<file path="src/rtl/riscv_pkg.sv">
// Shared RISC-V core constants: canonical NOP encoding and the fetch responder FSM states.
package riscv_pkg;

   typedef logic [31:0] word_t;

   localparam word_t RV_NOP_INSTR = 32'h0000_0013;

   localparam logic [0:0] FETCH_IDLE = 1'b0;
   localparam logic [0:0] FETCH_REQ  = 1'b1;

   function automatic logic is_misaligned(input logic [1:0] byte_off);
      return byte_off != 2'b00;
   endfunction

endpackage

</file>
<file path="src/rtl/fetch_bus_responder.sv">
// Instruction-port responder: serves fetch_address from a one-entry buffer and
// refills it over a single-outstanding req/ack memory bus.
module fetch_bus_responder
   import riscv_pkg::*;
#(
   parameter word_t NOP_INSTR = RV_NOP_INSTR
) (
   input  logic        clk,
   input  logic        reset,
   input  logic [31:0] fetch_address,
   input  logic        flush,
   output logic [31:0] fetch_data,
   output logic        fetch_stall,
   output logic        fetch_fault,
   output logic        mem_req,
   output logic [31:0] mem_addr,
   input  logic        mem_ack,
   input  logic [31:0] mem_rdata,
   input  logic        mem_err
);

   logic [0:0] state_q, state_d;
   logic       buf_valid_q, buf_valid_d;
   word_t      buf_addr_q, buf_addr_d;
   word_t      buf_data_q, buf_data_d;
   logic       buf_err_q, buf_err_d;
   logic       discard_q, discard_d;
   logic       mem_req_q, mem_req_d;
   word_t      mem_addr_q, mem_addr_d;

   logic misaligned;
   logic hit;

   always_comb begin
      misaligned = is_misaligned(fetch_address[1:0]);
      // A flush in the same cycle already invalidates the entry for lookup.
      hit        = buf_valid_q && (buf_addr_q == fetch_address) && !flush;
   end

   always_comb begin
      fetch_stall = 1'b1;
      fetch_fault = 1'b0;
      fetch_data  = NOP_INSTR;
      if (!reset) begin
         if (misaligned) begin
            fetch_stall = 1'b0;
            fetch_fault = 1'b1;
         end else if (hit) begin
            fetch_stall = 1'b0;
            fetch_fault = buf_err_q;
            if (!buf_err_q) begin
               fetch_data = buf_data_q;
            end
         end
      end
   end

   always_comb begin
      state_d     = state_q;
      buf_valid_d = buf_valid_q;
      buf_addr_d  = buf_addr_q;
      buf_data_d  = buf_data_q;
      buf_err_d   = buf_err_q;
      discard_d   = discard_q;
      mem_req_d   = mem_req_q;
      mem_addr_d  = mem_addr_q;

      case (state_q)
         FETCH_IDLE: begin
            if (!hit && !misaligned && !flush) begin
               state_d    = FETCH_REQ;
               mem_req_d  = 1'b1;
               mem_addr_d = fetch_address;
            end
         end
         FETCH_REQ: begin
            // A redirect never aborts the bus; the old word still lands in the buffer.
            if (mem_ack) begin
               state_d   = FETCH_IDLE;
               mem_req_d = 1'b0;
               discard_d = 1'b0;
               if (!discard_q && !flush) begin
                  buf_valid_d = 1'b1;
                  buf_addr_d  = mem_addr_q;
                  buf_data_d  = mem_rdata;
                  buf_err_d   = mem_err;
               end
            end else if (flush) begin
               discard_d = 1'b1;
            end
         end
         default: begin
            state_d   = FETCH_IDLE;
            mem_req_d = 1'b0;
         end
      endcase

      if (flush) begin
         buf_valid_d = 1'b0;
      end
   end

   always_ff @(posedge clk) begin
      if (reset) begin
         state_q     <= FETCH_IDLE;
         buf_valid_q <= 1'b0;
         buf_addr_q  <= '0;
         buf_err_q   <= 1'b0;
         discard_q   <= 1'b0;
         mem_req_q   <= 1'b0;
         mem_addr_q  <= '0;
      end else begin
         state_q     <= state_d;
         buf_valid_q <= buf_valid_d;
         buf_addr_q  <= buf_addr_d;
         buf_err_q   <= buf_err_d;
         discard_q   <= discard_d;
         mem_req_q   <= mem_req_d;
         mem_addr_q  <= mem_addr_d;
      end
   end

   // Instruction word storage is only meaningful behind buf_valid_q, so it carries no reset.
   always_ff @(posedge clk) begin
      buf_data_q <= buf_data_d;
   end

   assign mem_req  = mem_req_q;
   assign mem_addr = mem_addr_q;

endmodule

</file>
<file path="config.mk">
export PLATFORM = sky130hd
export DESIGN_NAME = fetch_bus_responder
export DESIGN_NICKNAME = d
export VERILOG_FILES = /design/src/rtl/riscv_pkg.sv /design/src/rtl/fetch_bus_responder.sv
export SDC_FILE = /design/constraint.sdc
export NUM_CORES = 1
export LEC_CHECK = 0
export ABC_AREA = 1
export CAP_MARGIN = 10
export CORE_MARGIN = 3
export CORE_UTILIZATION = 48
export CTS_CLUSTER_DIAMETER = 100
export CTS_CLUSTER_SIZE = 16
export DETAILED_ROUTE_END_ITERATION = 10
export PLACE_DENSITY_LB_ADDON = 0.05
export SETUP_SLACK_MARGIN = 0.4
export SYNTH_ARGS = -nofsm -noshare
export SYNTH_HDL_FRONTEND = slang
export SYNTH_SLANG_ARGS = --single-unit
export TNS_END_PERCENT = 100
</file>
<file path="constraint.sdc">
create_clock -name clk -period 3.3 [get_ports clk]
set_input_delay 0.66 -clock clk [delete_from_list [all_inputs] [get_ports clk]]
set_output_delay 0.66 -clock clk [all_outputs]
set_load 0.05 [all_outputs]
</file>
==> flow_metrics.tcl <==
set metrics [dict create \
    syn_area_mm2 0.004954 \
    status "completed" \
    grt_pass1_vias 5004 \
    synth_compound_area_frac 0.07653 \
    startpoint "fetch_address[19]" \
    startpoint_type "input port" \
    drtPass1Iterations 5 \
    synth-adder-area-share 0 \
    io_buffers 135 \
    cts_buffer_depth 2 \
    power_leakage_uw 0.003565 \
    clock.fmax_ghz 0.3410 \
    ff2ff_setup_slack_ns 0.91 \
    stdcell_count 985 \
    min_period_ns 2.933 \
    vias 5163 \
    wl_mm 16.02 \
    layout-drive-gt1-share 0.3032 \
    postLayoutCoreUtil 0.7875 \
    tightestPinTransition_ns 0.5986 \
    grt_pass1_wl_mm 24.50 \
    cts_buffers 9 \
    grtUsageTotal 0.2690 \
    min_path_type "reg2reg" \
    fillers 670 \
    vias_per_cell 5.242 \
    synthSimpleGateAreaFrac 0.3034 \
    peakVddDrop_mv 0.2542 \
    initial_core_util 0.4999 \
    ys_ff_latch 101 \
    drtAntennaViolNets 0 \
    num_rows 36 \
    hold_violations 0 \
    cts-root-buf "clkbuf_8" \
    crit_type "in2out" \
    numClockSinks 101 \
    die_area_mm2 0.01157 \
    skew_ns 0.01121 \
    die_w_um 107.6 \
    nNetsFinal 915 \
    drv_cap 0 \
    crit_fanout 8 \
    ys_types 29 \
    dp.cells 928 \
    gp_congestion 0.8424 \
    synth.yosys.seq_area_share 0.4728 \
    core_area_mm2 0.009910 \
    arrival_ns 2.27 \
    first_iter_violations 436 \
    cts_tree "built" \
    design_area_mm2 0.007804 \
    drc_errors 0 \
    ys_warn_count 0 \
    postSynthAreaPerCell_um2 7.295 \
    end_kind "output pin" \
    synth_top_family_by_area "simple AND/OR/NAND/NOR gates" \
    wl_per_cell_um 16.26 \
    antenna_found_initial 1 \
    r2r-start "buf_addr_q[20]$_SDFFE_PP0P_" \
    required_ns 2.64 \
    syn-num-nets 748 \
    hpwl_mm 9.638 \
    synth_cells 679 \
    maxSlewViolCount 0 \
    io_pins 136 \
    synth_xor_area_frac 0.01061 \
    h-tree-depth 3 \
    worstSetupEndpoint "fetch_data[7]" \
    fp.dieH_um 107.6 \
    reg2reg_to "mem_addr[23]$_SDFFE_PP0P_" \
    insertion_delay_ns 0.38 \
    max_slew_margin 0.6010 \
    synth_mux_area_frac 0 \
    grt_overflow_total 0 \
    placed_cell_area_mm2 0.006758 \
    ctsHoldBuffers 0 \
    path_clk_slew_ns 0.09 \
    rr_worst_depth 14 \
    grt_max_degree 95 \
    post-route-period-util 0.8887 \
    rsz0062_at_grt "yes" \
    setup_violations 0 \
    area.growth.synth_to_final_pct 57.54 \
    power_density_mw_per_mm2 341.4 \
]
## routing by layer
metal  global-route usage  part of all wire
met1               0.3359              0.40
met2               0.4640              0.50
met3              0.04979             0.066
met4              0.09558             0.032
met5                    0                 0
## cell usage after synthesis (all sizes together)
| library cell | instances | area, um2 |
|---|---|---|
| xor2 | 1 | 8.760 |
| o21ai | 37 | 185.2 |
| buf | 13 | 110.1 |
| nor4 | 1 | 6.260 |
| a21oi | 37 | 185.2 |
| clkbuf | 21 | 78.83 |
| xnor2 | 5 | 43.79 |
| nor3b | 2 | 15.01 |
| nor3 | 35 | 180.2 |
| dfxtp | 69 | 1381 |
| nand4 | 36 | 225.2 |
| o2111ai | 1 | 8.760 |
| inv | 130 | 488.0 |
| nand2 | 186 | 728.2 |
| nand3 | 13 | 100.1 |
| edfxtp | 32 | 960.9 |
| nor2 | 57 | 229.0 |
| or2 | 3 | 18.77 |
## worst max-delay path, stage by stage
cell and delay [ns]:
dlygate4sd2_1 0.24, nand2_1 0.11, o2111ai_1 0.14, nor3_1 0.17, nand4_1 0.15, buf_6 0.18, buf_12 0.16, nor3_4 0.21
buf_6 0.12, buf_12 0.12
## flip-flops by register name, indices dropped and copies added, names as in the netlist
register and flops:
mem_req 1, buf_err_q 1, buf_addr_q 32, state_q 1
discard_q 1, mem_addr 32, buf_valid_q 1, buf_data_q 32
## per-stage QoR
stage / hold slack (ns) / setup WS [ns] / TNS [ns] / power, uW
after detailed placement: 0.4582 / -0.03543 / -0.08844 / 1769
after global placement: 0.4526 / 0.02351 / 0 / 1760
after floorplan: 0.4516 / 0.1319 / 0 / 1590
after global routing: 0.4904 / 0.2934 / 0 / 2755
after CTS: 0.4709 / 0.3666 / 0 / 2642
final: 0.4677 / 0.3671 / 0 / 2664
## cells by family (layout without fill, tap and decap cells)
group                  Yosys count  after routing
AO/OA/AOI/OAI                   75             75
XOR/XNOR                         6              6
other                            0              1
buffers and inverters          164            336
AND/OR/NAND/NOR                333            333
flip-flops                     101            101
## power by group
part	internal, uW	switching, uW
combinational	192	273
clock	446	423
sequential	1310	18.9
## layout make-up
type | count | area, um2 | area share
inverter | 130 | 490.5 | 0.06285
antenna | 1 | 2.502 | 0.0003207
tap | 133 | 166.4 | 0.02132
clock inverter | 4 | 71.32 | 0.009139
multi-input combinational | 414 | 2439 | 0.3125
sequential | 101 | 2346 | 0.3006
timing repair buffer | 190 | 2143 | 0.2747
clock buffer | 12 | 145.1 | 0.01860
## what timing repair did
action | in CTS | in global routing
setup buffers | 33 | 2
gates resized for setup | 133 | 94
cloned | 4 | 1
pin swaps | 21 | 39
setup endpoints to repair | 34 | 35
## how the worst min path moves through the flow
| stage | startpoint | endpoint | slack, ns | cells past startpoint |
|---|---|---|---|---|
| finish | mem_req$_SDFFE_PP0P_ | mem_req$_SDFFE_PP0P_ | 0.47 | 2 |
| global route | mem_req$_SDFFE_PP0P_ | mem_req$_SDFFE_PP0P_ | 0.49 | 2 |
| CTS | mem_req$_SDFFE_PP0P_ | mem_req$_SDFFE_PP0P_ | 0.47 | 2 |
| detailed placement | mem_req$_SDFFE_PP0P_ | mem_req$_SDFFE_PP0P_ | 0.46 | 2 |
| global placement | mem_req$_SDFFE_PP0P_ | mem_req$_SDFFE_PP0P_ | 0.45 | 2 |
| floorplan | buf_valid_q$_SDFFE_PP0P_ | buf_valid_q$_SDFFE_PP0P_ | 0.45 | 2 |
## cell usage in the layout, fill, tap and decap left out, drive strengths merged
master / instances
edfxtp: 32
clkdlybuf4s15: 3
o2111ai: 1
clkdlybuf4s50: 68
or2: 3
nor3b: 2
clkinvlp: 1
xor2: 1
clkbuf: 29
xnor2: 5
bufinv: 2
nand4: 36
o21ai: 37
nor2: 57
inv: 130
a21oi: 37
nand3: 13
diode: 1
nand2: 186
nor3: 35
nor4: 1
clkinv: 1
buf: 92
dfxtp: 69
dlygate4sd2: 10
Power figures use the tool's default switching activity.
==> variant 1: new RTL, config.mk and constraints unchanged <==
Reset style: asynchronous (`reset`), changed in one clocked block.
--- a/src/rtl/fetch_bus_responder.sv
+++ b/src/rtl/fetch_bus_responder.sv
@@ -100,7 +100,7 @@
       end
    end
 
-   always_ff @(posedge clk) begin
+   always_ff @(posedge clk or posedge reset) begin
       if (reset) begin
          state_q     <= FETCH_IDLE;
          buf_valid_q <= 1'b0;
Function: differs if reset is asserted again (counterexample within 4 cycles, from zero or initial values and one cycle with reset high); with reset held inactive, the same outputs for 4 cycles.
==> variant 1 against the unedited design <==
  * Die area down 3.8%
  * Routed wire length decreased by 4.3%
  * First-iteration DRC count down 6.0%
  * Setup slack got worse by 0.013 ns
  * Sequential cell count unchanged
  * Final area shrank 2.7%
  * Area after synthesis fell by 4.1%
  * Hold slack better by 0.029 ns
  * Via count fell by 11%
  * Critical path type is now reg2out
Power is not compared: it rests on default switching activity, and its combinational part moved more than twofold at a synthesized area within 25%.
==> variant 1: results (changes against the unedited design) <==
Layout
  • FF+latch count: 101 (unchanged)
  • Final std cells w/o fill: 842 (was 985)
  • ClkCell Share: 2.555% (was 2.774%)
  • Layout cells sized above 1: 29.59% (was 30.32%)
  • Inserted Diodes: 0 (was 1)
  • Seq area share: 35.42% (was 30.06%)
  • Area of the multi-input gates: 2326 um^2 (was 2439 um^2)
  • Nets: 777 (was 915)
  • Non-clock inverter count: 42 (was 130)
  • Fill cell count: 548 (was 670)
  • Multi-input combinational gate total: 377 (was 414)

GRT
  • Pin count of the biggest net entering global routing: 70 (was 95)
  • Met2 Resource Use GR: 46.63% (was 46.40%)
  • Global-route usage over all layers: 26.69% (was 26.90%)
  • Vias in the first global route: 4,460 (was 5,004)
  • Antenna violations before repair: 0 (was 1)

Placed design
  • GP Congestion: 0.9067 (was 0.8424)
  • Placement Setup Slack: 0.003148 ns (was -0.03543 ns)
  • Final HPWL DP: 8973 um (was 9638 um)
  • Area post-placement: 6534 um^2 (was 6758 um^2)
  • Placed insts: 795 (was 928)

Drt
  • Pre-antenna DRT Iters: 7 (was 5)
  • Starting DRC count in detailed routing: 410 (was 436)
  • Met1 WL: 6071 um (was 6381 um)
  • Via Count: 4,570 (was 5,163)
  • DR WL/cell: 18.21 um (was 16.26 um)

Min path
  • Hold endpoint: mem_req$_DFFE_PP0P_ (was mem_req$_SDFFE_PP0P_)
  • HP Start: mem_req$_DFFE_PP0P_ (was mem_req$_SDFFE_PP0P_)

Worst setup path
  • CP Capture Point: fetch_data[4] (was fetch_data[7])
  • CP arrival: 2.29 ns (was 2.27 ns)
  • FF-to-FF setup slack: 0.62 ns (was 0.91 ns)
  • Slowest cell on crit path: dfrtp_1 (was dlygate4sd2_1)
  • CP Launch Point: buf_addr_q[12]$_DFFE_PP0P_ (was fetch_address[19])
  • Worst reg2reg endpoint: mem_addr[20]$_DFFE_PP0P_ (was mem_addr[23]$_SDFFE_PP0P_)

Synth
  • Top_reg_cell synth: dfrtp_1 (was dfxtp_1)
  • Asr flop ratio synth: 68.32% (was 0%)
  • Syn_nets: 616 (was 748)
  • Most common library cells after synthesis: 216 x nand2_1, 69 x dfrtp_1, 39 x inv_1 (was 174 x nand2_1, 120 x inv_1, 69 x dfxtp_1)
  • Yosys cell types: 25 (was 29)
  • Post-synthesis sequential area ratio: 56.56% (was 47.28%)
  • Top post-synthesis cells by area: dfrtp_1 36%, edfxtp_1 20%, nand2_1 17%, nand4_1 4.5%, inv_1 3.1% (was dfxtp_1 28%, edfxtp_1 19%, nand2_1 13%, inv_1 9.1%, nand4_1 4.5%)
  • Cells after Synth: 547 (was 679)

Timing
  • Worst-Margin Slew: 0.8644 ns (was 0.5986 ns)
  • Final Hold Slack: 0.4966 ns (was 0.4677 ns)
  • Clock skew: 0.01360 ns (was 0.01121 ns)

Status
  • Status: finished clean (unchanged)

Clocking
  • Worst-skew pair later-pin latency: 0.36 ns (was 0.38 ns)
==> variant 1: cell count changes in the layout (fill, tap and decap cells not counted), moves of 18 or more <==
| cell | delta |
|---|---|
| inv_1 | -74 |
| dfrtp_1 | +68 |
| nand2_1 | +62 |
| dfxtp_1 | -66 |
| buf_4 | -18 |
| nand2_2 | -32 |
| nor2_1 | -25 |
| a21oi_1 | -36 |
==> variant 1: worst max-delay path: cells and delay by family (launching register included) <==
family | cells | cell delay (ns)
DFF | 1 | 0.41
buffers and inverters | 3 | 0.44
AOI/OAI and AO/OA | 1 | 0.08
and+or+nand+nor | 7 | 0.98
==> variant 1: timing repair <==
action,in CTS,in global routing
endpoints found under the setup margin,34,34
gates resized for setup,151,92
buffers inserted,19,6
gates cloned,5,1
pin swaps,59,68
==> variant 1: kinds of logic after synthesis <==
group | share of synthesized area [%]
XOR/XNOR | 3.133
buffers and inverters | 6.398
AND/OR/NAND/NOR | 31.17
flip-flops | 56.56
AO/OA/AOI/OAI | 2.738
==> variant 2: new RTL, same settings <==
Without the edit above. Put a register stage on the output `fetch_fault`, with the module's reset. The value now appears one clock later. The other outputs are not delayed to match.
--- a/src/rtl/fetch_bus_responder.sv
+++ b/src/rtl/fetch_bus_responder.sv
@@ -19,6 +19,8 @@
    input  logic        mem_err
 );
 
+   logic fetch_fault_d;
+
    logic [0:0] state_q, state_d;
    logic       buf_valid_q, buf_valid_d;
    word_t      buf_addr_q, buf_addr_d;
@@ -39,15 +41,15 @@
 
    always_comb begin
       fetch_stall = 1'b1;
-      fetch_fault = 1'b0;
+      fetch_fault_d = 1'b0;
       fetch_data  = NOP_INSTR;
       if (!reset) begin
          if (misaligned) begin
             fetch_stall = 1'b0;
-            fetch_fault = 1'b1;
+            fetch_fault_d = 1'b1;
          end else if (hit) begin
             fetch_stall = 1'b0;
-            fetch_fault = buf_err_q;
+            fetch_fault_d = buf_err_q;
             if (!buf_err_q) begin
                fetch_data = buf_data_q;
             end
@@ -128,5 +130,13 @@
    assign mem_req  = mem_req_q;
    assign mem_addr = mem_addr_q;
 
+   always_ff @(posedge clk) begin
+      if (reset) begin
+         fetch_fault <= '0;
+      end else begin
+         fetch_fault <= fetch_fault_d;
+      end
+   end
+
 endmodule
 
Behaviour: not the same (Yosys sat finds a counterexample within 4 cycles, from zero or initial values and one cycle with reset high).
==> variant 2 against the unedited design <==
  * Routed wire length is 2.8% higher
  * Via count is 0.81% higher
  * Sequential cell count is 1 higher
  * Count of clock-buffer cells in the layout is 2 lower
  * Final area is 0.24% higher
  * Area after synthesis is 1.7% lower
  * Sequential share of layout area is 0.20 points higher
  * Total power is 1.2% higher
  * Clock skew is 0.00091 ns lower
  * Critical path depth stayed put
  * Setup slack better by 0.018 ns
  * Critical path type unchanged
  * Largest cell class unchanged
==> variant 2: results (changes against the unedited design) <==
Drt
  • DR WL/cell: 16.65 um (was 16.26 um)
  • Routed wl met3: 1289 um (was 1052 um)
  • Starting DRC count in detailed routing: 383 (was 436)
  • Met1 WL: 6525 um (was 6381 um)
  • Met2 WL: 8041 um (was 8077 um)
  • Post-Route WL: 16,470 um (was 16,020 um)
  • Via-to-Cell Ratio: 5.263 (was 5.242)
  • Pre-antenna DRT Iters: 7 (was 5)

Placed design
  • Placed insts: 925 (was 928)
  • Final HPWL DP: 9716 um (was 9638 um)
  • GP Congestion: 0.8487 (was 0.8424)
  • Area post-placement: 6720 um^2 (was 6758 um^2)

GRT
  • Pin count of the biggest net entering global routing: 66 (was 95)
  • Global-route usage over all layers: 29.38% (was 26.90%)
  • GR Util met3: 5.659% (was 4.979%)
  • Met2 Resource Use GR: 50.81% (was 46.40%)
  • Global-route track usage on met1: 36.30% (was 33.59%)
  • Antenna violations before repair: 0 (was 1)
  • Vias in the first global route: 5,031 (was 5,004)

Status
  • Status: finished clean (unchanged)

Min path
  • HP Start: mem_addr[24]$_SDFFE_PP0P_ (was mem_req$_SDFFE_PP0P_)

Worst setup path
  • Slowest cell on crit path: nor4_4 (was dlygate4sd2_1)
  • CP Launch Point: fetch_address[14] (was fetch_address[19])
  • CP arrival: 2.25 ns (was 2.27 ns)
  • Reg2reg path depth: 17 (was 14)
  • Worst reg2reg endpoint: mem_addr[29]$_SDFFE_PP0P_ (was mem_addr[23]$_SDFFE_PP0P_)
  • Reg2reg start: buf_addr_q[29]$_SDFFE_PP0P_ (was buf_addr_q[20]$_SDFFE_PP0P_)

Layout
  • Layout cells sized above 1: 29.21% (was 30.32%)
  • Fill cell count: 667 (was 670)
  • Nets: 920 (was 915)

Timing
  • Clock skew: 0.01029 ns (was 0.01121 ns)
  • Max_slew headroom: 58.25% (was 60.10%)

Synth
  • Post-synthesis sequential area ratio: 48.53% (was 47.28%)
  • Syn_nets: 747 (was 748)
  • Top post-synthesis cells by area: dfxtp_1 29%, edfxtp_1 20%, nand2_1 14%, inv_1 7.5%, nand4_1 4.6% (was dfxtp_1 28%, edfxtp_1 19%, nand2_1 13%, inv_1 9.1%, nand4_1 4.5%)
  • Synth Area in XOR/XNOR: 0.7198% (was 1.061%)
  • Cells after Synth: 678 (was 679)
  • Yosys cell types: 25 (was 29)

Clocking
  • Post-CTS Setup Inserts: 37 (was 33)

Power and ir drop
  • Total internal power: 1.959 mW (was 1.948 mW)
## variant 2: cell count changes in the layout (fill, tap and decap cells not counted), sizes merged, moves of 3 or more
cell and delta:
nand3 -3, dlygate4sd2 -5, clkbuf -6, clkinv +26, inv -25, buf +12
nand3b +4
## variant 2: area by class of cell
| cell class | count | area, um^2 | area share, % |
|---|---|---|---|
| Multi-Input combinational cell | 414 | 2426 | 31.01 |
| Tap cell | 133 | 166.4 | 2.127 |
| Timing Repair Buffer | 196 | 2161 | 27.62 |
| Sequential cell | 102 | 2367 | 30.26 |
| Clock buffer | 10 | 137.6 | 1.759 |
| Clock inverter | 6 | 83.83 | 1.072 |
| Inverter | 128 | 480.5 | 6.142 |
## variant 2: power groups by stage
stage / sequential [mW] / clock [mW] / combinational [mW]
finish: 1.34 / 0.892 / 0.460
global route: 1.35 / 0.956 / 0.495
CTS: 1.34 / 0.904 / 0.438
detailed placement: 1.37 / 0 / 0.409
global placement: 1.37 / 0 / 0.401
floorplan: 1.44 / 0 / 0.156
